$ cat config.mk
export PLATFORM = sky130hd
export DESIGN_NAME = op_sequencer
export DESIGN_NICKNAME = d
export VERILOG_FILES = /design/src/rtl/op_sequencer.sv
export SDC_FILE = /design/constraint.sdc
export NUM_CORES = 1
export LEC_CHECK = 0
export BUFFER_PORTS_ARGS = -buffer_cell sky130_fd_sc_hd__buf_2
export CAP_MARGIN = 20
export CORE_MARGIN = 2
export CORE_UTILIZATION = 45
export DETAILED_ROUTE_END_ITERATION = 8
export SKIP_LAST_GASP = 1
export SLEW_MARGIN = 20
export SYNTH_ARGS = -nofsm -noshare
export SYNTH_HDL_FRONTEND = slang
export SYNTH_SLANG_ARGS = --single-unit
$ cat constraint.sdc
create_clock -name clk -period 4.33 [get_ports clk]
set_input_delay 0.866 -clock clk [delete_from_list [all_inputs] [get_ports clk]]
set_output_delay 0.866 -clock clk [all_outputs]
set_load 0.03 [all_outputs]
$ cat src/rtl/op_sequencer.sv
// Control-code sequencer: walks the enabled bits of a latched mask from low to high,
// presenting each code index for HOLD cycles, with pause, abort and optional wrap.
module op_sequencer #(
    parameter int HOLD = 2,
    parameter int LOOP = 0
) (
    input  logic       clk,
    input  logic       rst,
    input  logic       start,
    input  logic       pause,
    input  logic       abort,
    input  logic [7:0] mask,
    output logic [2:0] c,
    output logic       c_valid,
    output logic       busy,
    output logic       done,
    output logic [3:0] code_cnt
);

    typedef enum logic [1:0] {S_IDLE, S_RUN, S_PAUSE, S_DONE} state_t;

    localparam logic [7:0] HOLD_LAST = 8'(HOLD - 1);

    state_t     state_q, state_d;
    logic [2:0] c_q, c_d;
    logic       c_valid_q, c_valid_d;
    logic       busy_q, busy_d;
    logic       done_q, done_d;
    logic [3:0] code_cnt_q, code_cnt_d;
    logic [7:0] hold_cnt_q, hold_cnt_d;
    logic [7:0] mask_q, mask_d;

    logic [7:0] higher_bits;
    logic       has_higher;
    logic [2:0] next_idx;
    logic [2:0] first_idx;
    logic [3:0] cnt_inc;
    logic       do_step;

    function automatic logic [2:0] lowest_bit(input logic [7:0] m);
        logic [2:0] idx;
        idx = 3'd0;
        for (int i = 7; i >= 0; i--) begin
            if (m[i]) idx = i[2:0];
        end
        return idx;
    endfunction

    // Enabled codes strictly above the one currently presented.
    genvar gi;
    generate
        for (gi = 0; gi < 8; gi++) begin : g_higher
            assign higher_bits[gi] = mask_q[gi] && (3'(gi) > c_q);
        end
    endgenerate

    assign has_higher = |higher_bits;
    assign next_idx   = lowest_bit(higher_bits);
    assign first_idx  = lowest_bit(mask_q);
    assign cnt_inc    = (code_cnt_q == 4'd15) ? 4'd15 : code_cnt_q + 4'd1;

    always_comb begin
        state_d    = state_q;
        c_d        = c_q;
        c_valid_d  = c_valid_q;
        busy_d     = busy_q;
        done_d     = done_q;
        code_cnt_d = code_cnt_q;
        hold_cnt_d = hold_cnt_q;
        mask_d     = mask_q;
        do_step    = 1'b0;

        case (state_q)
            S_IDLE: begin
                c_valid_d = 1'b0;
                busy_d    = 1'b0;
                done_d    = 1'b0;
                if (!abort && start) begin
                    if (mask != 8'd0) begin
                        state_d    = S_RUN;
                        mask_d     = mask;
                        c_d        = lowest_bit(mask);
                        hold_cnt_d = 8'd0;
                        code_cnt_d = 4'd1;
                        c_valid_d  = 1'b1;
                        busy_d     = 1'b1;
                    end else begin
                        state_d    = S_DONE;
                        code_cnt_d = 4'd0;
                        done_d     = 1'b1;
                    end
                end
            end
            S_RUN: begin
                if (abort) begin
                    state_d    = S_IDLE;
                    c_d        = 3'd0;
                    c_valid_d  = 1'b0;
                    busy_d     = 1'b0;
                    done_d     = 1'b0;
                    hold_cnt_d = 8'd0;
                end else if (pause) begin
                    state_d   = S_PAUSE;
                    c_valid_d = 1'b0;
                end else begin
                    do_step = 1'b1;
                end
            end
            S_PAUSE: begin
                // The last valid cycle before the pause was never stepped; the
                // resume edge takes that step so each code keeps exactly HOLD valid cycles.
                if (abort) begin
                    state_d    = S_IDLE;
                    c_d        = 3'd0;
                    c_valid_d  = 1'b0;
                    busy_d     = 1'b0;
                    done_d     = 1'b0;
                    hold_cnt_d = 8'd0;
                end else if (!pause) begin
                    state_d   = S_RUN;
                    c_valid_d = 1'b1;
                    do_step   = 1'b1;
                end
            end
            S_DONE: begin
                state_d = S_IDLE;
                done_d  = 1'b0;
                if (abort) c_d = 3'd0;
            end
            default: begin
                state_d   = S_IDLE;
                c_valid_d = 1'b0;
                busy_d    = 1'b0;
                done_d    = 1'b0;
            end
        endcase

        if (do_step) begin
            if (hold_cnt_q == HOLD_LAST) begin
                hold_cnt_d = 8'd0;
                if (has_higher) begin
                    c_d        = next_idx;
                    code_cnt_d = cnt_inc;
                end else if (LOOP != 0) begin
                    c_d        = first_idx;
                    code_cnt_d = cnt_inc;
                end else begin
                    state_d   = S_DONE;
                    c_valid_d = 1'b0;
                    busy_d    = 1'b0;
                    done_d    = 1'b1;
                end
            end else begin
                hold_cnt_d = hold_cnt_q + 8'd1;
            end
        end
    end

    always_ff @(posedge clk or negedge rst) begin
        if (!rst) begin
            state_q    <= S_IDLE;
            c_q        <= 3'd0;
            c_valid_q  <= 1'b0;
            busy_q     <= 1'b0;
            done_q     <= 1'b0;
            code_cnt_q <= 4'd0;
            hold_cnt_q <= 8'd0;
            mask_q     <= 8'd0;
        end else begin
            state_q    <= state_d;
            c_q        <= c_d;
            c_valid_q  <= c_valid_d;
            busy_q     <= busy_d;
            done_q     <= done_d;
            code_cnt_q <= code_cnt_d;
            hold_cnt_q <= hold_cnt_d;
            mask_q     <= mask_d;
        end
    end

    assign c        = c_q;
    assign c_valid  = c_valid_q;
    assign busy     = busy_q;
    assign done     = done_q;
    assign code_cnt = code_cnt_q;

endmodule
## Word-level counts from Yosys, hierarchy flattened

Index checks and enable logic that the tools add are counted.

- Bits in registers: 28
- Input port bits: 13
- Output and inout port bits: 10
- Word-level logic and storage cells: 115

- $add $sub $neg: 2
- Magnitude comparators: 8
- Eq/ne operators: 8
- Muxes and demuxes: 71
- Reductions and logical operators: 18

Operators by type and width:

| kind | count |
|---|---|
| 3-bit two-way mux | 22 |
| 8-bit two-way mux | 5 |
| 4-bit two-way mux | 6 |
| 1-bit two-way mux | 23 |
| 2-bit two-way mux | 9 |
| 8-bit case mux with 2 select lines | 1 |
| 3-bit > comparator, first input constant | 4 |
| 1-bit logical AND | 9 |
| 8-bit by 1-bit adder with 8-bit output, second input constant | 1 |
| 8-bit by 1-bit equality test with 1-bit output, second input constant | 1 |
| 2-bit case mux with 4 select lines | 1 |
| 8-bit nonzero test | 1 |
| 8-bit OR reduction | 1 |
| 1-bit by 3-bit > comparator with 1-bit output, first input constant | 2 |
| 2-bit by 3-bit > comparator with 1-bit output, first input constant | 2 |
| 3-bit != test, second input constant | 2 |
| 1-bit case mux with 3 select lines | 2 |
| 3-bit case mux with 2 select lines | 1 |
| 4-bit by 1-bit adder with 4-bit output, second input constant | 1 |
| 2-bit equality test, second input constant | 2 |
| 4-bit equality test, second input constant | 1 |
| 4-bit AND reduction | 1 |
| 3-bit by 1-bit != test with 1-bit output, second input constant | 1 |
| 3-bit AND reduction | 1 |
| other kinds (7) | 7 |

## Longest topological paths before layout

Gate-level depths: netlist of the first run.

- Word-level depth: 14
- Depth in mapped cells: 9
- Depth with buffers taken out: 7

## Worst setup path after synthesis of the first run

OpenSTA, ideal clock, no wires.

- Kind: input -> register
- Start: input port abort
- End: register mask_q[2]
- Setup time: 125 ps
- Arrival time: 2074 ps
- Data required time: 4205 ps
- Path slack: 2131 ps
- Stages: 5
- Path buffers: 2
- Cell sequence: buf_4 nand3b_1 a21oi_1 buf_2 mux2_2

- Longest elaborated chain between the ends: 3

RTL lines:

| element | line | source |
|---|---|---|
| start, declared | 11 | `input logic abort,` |
| 1-bit zero test | 78 | `if (!abort && start) begin` |
| 1-bit logical AND | 78 |  |
| 3-bit AND reduction (no source line) | -- |  |
| end signal, assigned | 177 | `mask_q <= mask_d;` |
| end, declared | 31 | `logic [7:0] mask_q, mask_d;` |

Every way passes these cells.
A chain may end at the register's enable or synchronous reset.

## Worst setup path in the final report of the first run

- Start: register state_q[0]
- End: register code_cnt_q[3], in the netlist code_cnt[3]

- Longest elaborated chain between the ends: 5
- Elaborated cells on any way between the ends: 9
- Those cells by class: eq/ne: 2; mux: 5; reduce/logical: 2

RTL lines:

| element | line | source |
|---|---|---|
| start, declared | 24 | `state_t state_q, state_d;` |
| start signal, assigned | 170 | `state_q <= state_d;` |
| 2-bit zero test | 73 | `case (state_q)` |
| 4-bit two-way mux | 73 |  |
| 4-bit two-way mux | 141 | `if (has_higher) begin` |
| 4-bit two-way mux | 139 | `if (hold_cnt_q == HOLD_LAST) begin` |
| 4-bit two-way mux (*) | 138 | `if (do_step) begin` |
| net code_cnt_d[3] | 29 | `logic [3:0] code_cnt_q, code_cnt_d;` |
| end signal, assigned | 175 | `code_cnt_q <= code_cnt_d;` |
| end, declared | 29 |  |

Mark *: on every way through the listed nets, which the timed path passes. The rest lies on a longest branch.

==> metrics.yaml, run 1 <==
yosys:
  syn-num-nets: 214
  synthCells: 194
  synth.top_cells.by_count: "dfrtp_1 (27), a21oi_1 (17), nor2_1 (17), o21ai_0 (14)"
  ys_seq_area_frac: 0.3792
  yosysMostFrequentCell: "dfrtp_1"
  synth_top_area_share: 0.3792
  syn_area_per_cell_um2: 9.184
  synth_top_area_cell: "dfrtp_1"
  synthFlopType: "dfrtp_1"
  yosys-top-cells-area: "dfrtp_1 (38%), ha_1 (4.9%), a21oi_1 (4.8%)"
  synth_enable_flop_cells: 0
  ys_async_sr_fraction: 1.000
  synth.distinct_cells: 51
  yosysWarnings: 0
  ys_ff_latch: 27
  synth.cell_area_um2: 1782
route:
  drt_wl_total_um: 3823
  vias_per_cell: 5.837
  drtIter0Drc: 49
  detail_route.wl_per_cell_um: 14.54
  antenna_left: 0
  dr.pass1.iters: 4
  drc: 0
  vias: 1535
pwr:
  seqPwrFrac: 0.376
  ir_drop_v: 0.0002354
  p_per_area_nw_per_um2: 564.8
  intPower_mw: 0.6145
  power.share.clock: 0.130
  p_sw_mw: 0.4979
  power_frac_comb: 0.494
  switching_share: 0.4476
  power_leakage_nw: 0.8552
floorplanning:
  fp.coreArea_um2: 3744
  start_util: 0.4759
  die_area_um2: 4479
  rows: 22
  fp.dieH_um: 66.93
  die_w_um: 66.93
  io_pins: 23
setup_path:
  path_cells: "inv_1 > ha_1 > nor3b_1 > nand4_1 > a31oi_4 > a41oi_1 > a311oi_2"
  crit_required_ps: 4510
  cp.arrival_ps: 2600
  path_class: "register to register"
  slowest_delay_ps: 440
  slowest_stage: "dfrtp_1"
  endpoint_kind: "register"
  cp_max_fo: 13
  cp-start-kind: "register"
sta:
  rsz0062_at_grt: "false"
  maxSlewHeadroom: 0.5378
  fin_crit_ps: 2419
  tightest_slew_ps: 693.3
  max_freq_mhz: 413.4
  fin_crit_sh: 0.5586
  setup_viol: 0
  finalMaxSlewViolations: 0
  hold_violations: 0
  tns_ps: 0
  fin_worst_skew_ps: 2.089
final_layout:
  drive_gt1_frac: 0.2000
  stdcell_count: 263
  antenna_cells: 0
  fill_cells: 379
  nets: 236
  area_growth_pct: 10.53
grt:
  grt_pass1_vias: 1495
  grt_pass1_wl_um: 6748
  gr-total-overflow: 0
  grt_antenna_before_repair: 0
  grt_max_degree: 28
  track_usage: 0.1967
run:
  max_cap_violations: 0
clocking:
  cts_root_buffer: "clkbuf_8"
  cts_buffers: 3
  cts_buffer_depth: 2
  htreeDepth: 1
  path_clk_slew_ps: 90
  cts_tree: "done"
  insertion_delay_ps: 270
  cts_setup_buffers: 0
  cts_sinks: 27
  cts_hold_buf: 0
  ctsResizeCount: 0
placement:
  io_buffer_count: 22
  globalplace.congestion: 0.8408
  dp_hpwl_um: 2908
  placed_cells: 259
min_path:
  hold_class: "register to register"
status:
  status: "finished, final reports clean"
kinds of logic after synthesis:
family / count (synthesis) / share of synthesized area
AND/OR/NAND/NOR: 70 / 0.2226
AO/OA/AOI/OAI: 66 / 0.2626
flip-flops: 27 / 0.3792
buffers and inverters: 17 / 0.04354
adder cells (fa/ha/maj): 7 / 0.04916
multiplexers: 6 / 0.03792
XOR/XNOR: 1 / 0.004917
sequential cells by signal, indices dropped and copies added, names as in the netlist:
name / cells
code_cnt: 4
busy: 1
c_valid: 1
c: 3
mask_q: 7
state_q: 2
hold_cnt_q: 8
done: 1
layout by cell type, fill, tap and decap left out, types with 3 or more instances in the layout:
master | synthesis | layout
nand2b_1 | 6 | 6
nand3_1 | 9 | 9
a211oi_1 | 3 | 3
buf_2 | 2 | 22
nor2b_1 | 6 | 6
o21ai_1 | 4 | 4
a31oi_1 | 4 | 4
ha_1 | 7 | 7
mux2_2 | 6 | 6
a22o_1 | 3 | 3
inv_1 | 12 | 12
dfrtp_1 | 27 | 27
clkbuf_8 | 0 | 3
and3_1 | 3 | 3
o21ai_0 | 14 | 14
nor2_1 | 17 | 17
a21oi_1 | 17 | 16
nand2_1 | 12 | 12
layout make-up:
type	count	area, um^2	share of cell area
clock inverters	1	5.005	0.002541
well taps	48	60.06	0.03050
flip-flops and latches	27	675.6	0.3431
clock buffers	3	41.29	0.02097
multi-input cells	150	1032	0.5241
inverters	12	45.04	0.02287
repair buffers	22	110.1	0.05591
power groups by stage:
stage | clock, mW | combinational, mW | sequential, mW
detailed placement | 0 | 0.549 | 0.425
global placement | 0 | 0.538 | 0.418
CTS | 0.154 | 0.552 | 0.420
finish | 0.145 | 0.549 | 0.418
global route | 0.162 | 0.623 | 0.434
floorplan | 0 | 0.385 | 0.451
critical path: cells and delay by family (launching register included):
family | cells | cell delay, ps
AOI/OAI and AO/OA | 3 | 840
adders and majority gates | 1 | 370
buffers and inverters | 1 | 100
and+or+nand+nor | 2 | 570
DFF | 1 | 440
layer usage:
layer  track usage  routed length [um]
met5             0                   0
met4       0.05357                  35
met3       0.02534                  90
met2        0.3525                1964
met1        0.2461                1732
metrics by stage:
stage	hold slack, ps	setup slack [ps]	instance area, um^2	util	power, mW
6_report	525.5	1911	1969	0.5261	1.112
5_1_grt	564.0	1685	1969	0.5261	1.219
4_1_cts	535.5	1684	1966	0.5251	1.125
3_5_place_dp	513.6	1562	1919	0.5127	0.9739
3_3_place_gp	488.4	1623	1919	0.5127	0.9559
2_1_floorplan	470.8	2131	1782	-	0.8363
path summary, 6_finish.rpt:
path | startpoint | end | slack [ps] | depth (start not counted)
max reg2reg | state_q[0]$_DFF_PN0_ | code_cnt[3]$_DFF_PN0_ | 1910 | 7
max | state_q[0]$_DFF_PN0_ | code_cnt[3]$_DFF_PN0_ | 1910 | 7
min | mask_q[1]$_DFFE_PN0P_ | mask_q[1]$_DFFE_PN0P_ | 530 | 1
min in group asynchronous | rst | mask_q[6]$_DFFE_PN0P_ | 600 | 1
min reg2reg | mask_q[1]$_DFFE_PN0P_ | mask_q[1]$_DFFE_PN0P_ | 530 | 1
max in group asynchronous | rst | c_valid$_DFF_PN0_ | 3320 | 1
Power figures use the tool's default switching activity.
==> run 2, diff against run 1 <==
==> constraint.sdc (replaced) <==
create_clock -name clk -period 2.3 [get_ports clk]
set_input_delay 0.46 -clock clk [delete_from_list [all_inputs] [get_ports clk]]
set_output_delay 0.46 -clock clk [all_outputs]
set_load 0.03 [all_outputs]
==> metrics.yaml, run 2 (synthesis results as in run 1) <==
status:
  status: "finished, final reports clean"
setup_path:
  cp-start-kind: "register"
  endpoint_kind: "register"
  crit_required_ps: 2460  # -2050 ps
  cp.arrival_ps: 2330  # -270 ps
  cp_max_fo: 5  # -8
  path_class: "register to register"
floorplanning:
  fp.dieH_um: 66.93  # unchanged
  rows: 22  # unchanged
  io_pins: 23  # unchanged
  die_area_um2: 4479  # unchanged
  fp.coreArea_um2: 3744  # unchanged
  start_util: 0.4759  # unchanged
  die_w_um: 66.93  # unchanged
min_path:
  hold_class: "primary input to asynchronous set/reset pin"
final_layout:
  drive_gt1_frac: 0.2252  # +0.02523
  final_cell_mix: "dfrtp_1 (26), buf_2 (22), a21oi_1 (17), nor2_1 (17), o21ai_0 (14)"
  largest_register_ffs: 8  # unchanged
  regMostFlops: "hold_cnt_q"
  area_growth_pct: 13.55
  fin_util: 0.5404  # +0.01437
  nets: 243  # +3.0%
  layout_commonest_cell: "dfrtp_1"
  antenna_cells: 0  # unchanged
route:
  drt_wl_total_um: 3962  # +3.6%
  drtIter0Drc: 76  # +55%
  antenna_left: 0  # unchanged
  drc: 0  # unchanged
  dr.pass1.iters: 4  # unchanged
  detail_route.wl_per_cell_um: 14.67  # +0.95%
  vias_per_cell: 5.733  # -1.8%
  vias: 1548  # +0.85%
sta:
  max_freq_mhz: 460.4  # +11%
  maxSlewHeadroom: 0.5840  # +0.04619
  hold_violations: 0  # unchanged
  tns_ps: 0  # unchanged
  rsz0062_at_grt: "false"
  fin_crit_sh: 0.9443  # +0.3857
  finalMaxSlewViolations: 0  # unchanged
  setup_viol: 0  # unchanged
  fin_crit_ps: 2172  # -246.9 ps
  tightest_slew_ps: 624.1  # -69.28 ps
  fin_worst_skew_ps: 8.170  # +6.082 ps
placement:
  globalplace.congestion: 0.8378  # -0.36%
  dp_hpwl_um: 2977  # +2.4%
  io_buffer_count: 22  # unchanged
grt:
  grt_pass1_vias: 1499  # +0.27%
  grt_pass1_wl_um: 6734  # -0.21%
  grt_antenna_before_repair: 0  # unchanged
  grt_max_degree: 28  # unchanged
  gr-total-overflow: 0  # unchanged
  track_usage: 0.1969  # +0.0002160
clocking:
  cts_buffer_depth: 2  # unchanged
  cts_sinks: 27  # unchanged
  cts_tree: "done"
  path_clk_slew_ps: 100  # about the same
  cts_buffers: 3  # unchanged
  insertion_delay_ps: 270  # about the same
  htreeDepth: 1  # unchanged
  cts_root_buffer: "clkbuf_8"
pwr:
  p_per_area_nw_per_um2: 1078  # +91%
  power_leakage_nw: 0.8872  # +3.7%
  ir_drop_v: 0.0004938  # +110%
run:
  max_cap_violations: 0  # unchanged
==> run 2: cell types whose count changed in the layout (fill, tap and decap cells not counted), sizes merged <==
cell and change:
buf +7, clkbuf +1, clkinv -1
==> run 2: path summary, 6_finish.rpt <==
check | slack [ps] | end | cells past startpoint | startpoint
max | 130 | hold_cnt_q[7]$_DFFE_PN0P_ | 8 | state_q[1]$_DFF_PN0_
min | 190 | mask_q[4]$_DFFE_PN0P_ | 1 | rst
max reg2reg | 130 | hold_cnt_q[7]$_DFFE_PN0P_ | 8 | state_q[1]$_DFF_PN0_
min reg2reg | 520 | mask_q[3]$_DFFE_PN0P_ | 1 | mask_q[3]$_DFFE_PN0P_
max in group asynchronous | 1660 | state_q[0]$_DFF_PN0_ | 1 | rst
min in group clk | 470 | mask_q[5]$_DFFE_PN0P_ | 3 | mask[5]
==> run 2: layout make-up <==
cell class	instances	area, um^2
Multi-Input combinational cell	150	1033
Timing Repair Buffer	29	162.7
Fill cell	389	1720
Inverter	12	45.04
Sequential cell	27	676.9
Clock buffer	4	45.04
Tap cell	48	60.06
==> run 2: critical path, stage by stage (launching register included) <==
cell	delay [ps]
dfrtp_1	420
inv_1	100
ha_1	360
nor2_1	60
a311o_1	350
a221oi_4	310
buf_4	190
a21boi_0	180
o21ai_0	90
==> run 2: per-layer routing <==
layer | wire length, um | global-route usage | part of all wire | vias to the layer above
met5 | 0 | 0 | 0 | -
met4 | 28 | 0.05102 | 0.0071 | 0
met3 | 131 | 0.04054 | 0.033 | 5
met2 | 1941 | 0.3463 | 0.49 | 28
met1 | 1861 | 0.2434 | 0.47 | 745
li1 | - | - | - | 770
==> run 2: timing repair <==
item                                    4_1_cts  5_1_grt
endpoints found under the setup margin        0        8
hold endpoints to repair                      0        0
buffers inserted                              0        3
hold buffers                                  0        0
resized for setup                             0        2
==> run 2: report_power, final <==
| part | internal (mW) | switching, mW | total [mW] |
|---|---|---|---|
| registers | 0.617 | 0.174 | 0.791 |
| clock network | 0.124 | 0.148 | 0.272 |
| logic | 0.480 | 0.637 | 1.12 |
==> run 2: stage by stage <==
| step | instance area [um^2] | power (mW) | setup slack, ps | hold WS, ps | instances |
|---|---|---|---|---|---|
| after floorplan | 1782 | 1.574 | 331.2 | 164.4 | 194 |
| after global placement | 1949 | 1.815 | 218.2 | 489.3 | 263 |
| after detailed placement | 1949 | 1.861 | 88.39 | 504.1 | 263 |
| after CTS | 1994 | 2.133 | 84.27 | 212.4 | 267 |
| after global routing | 2023 | 2.345 | 25.46 | 230.2 | 270 |
| final | 2023 | 2.181 | 128.2 | 189.8 | 270 |
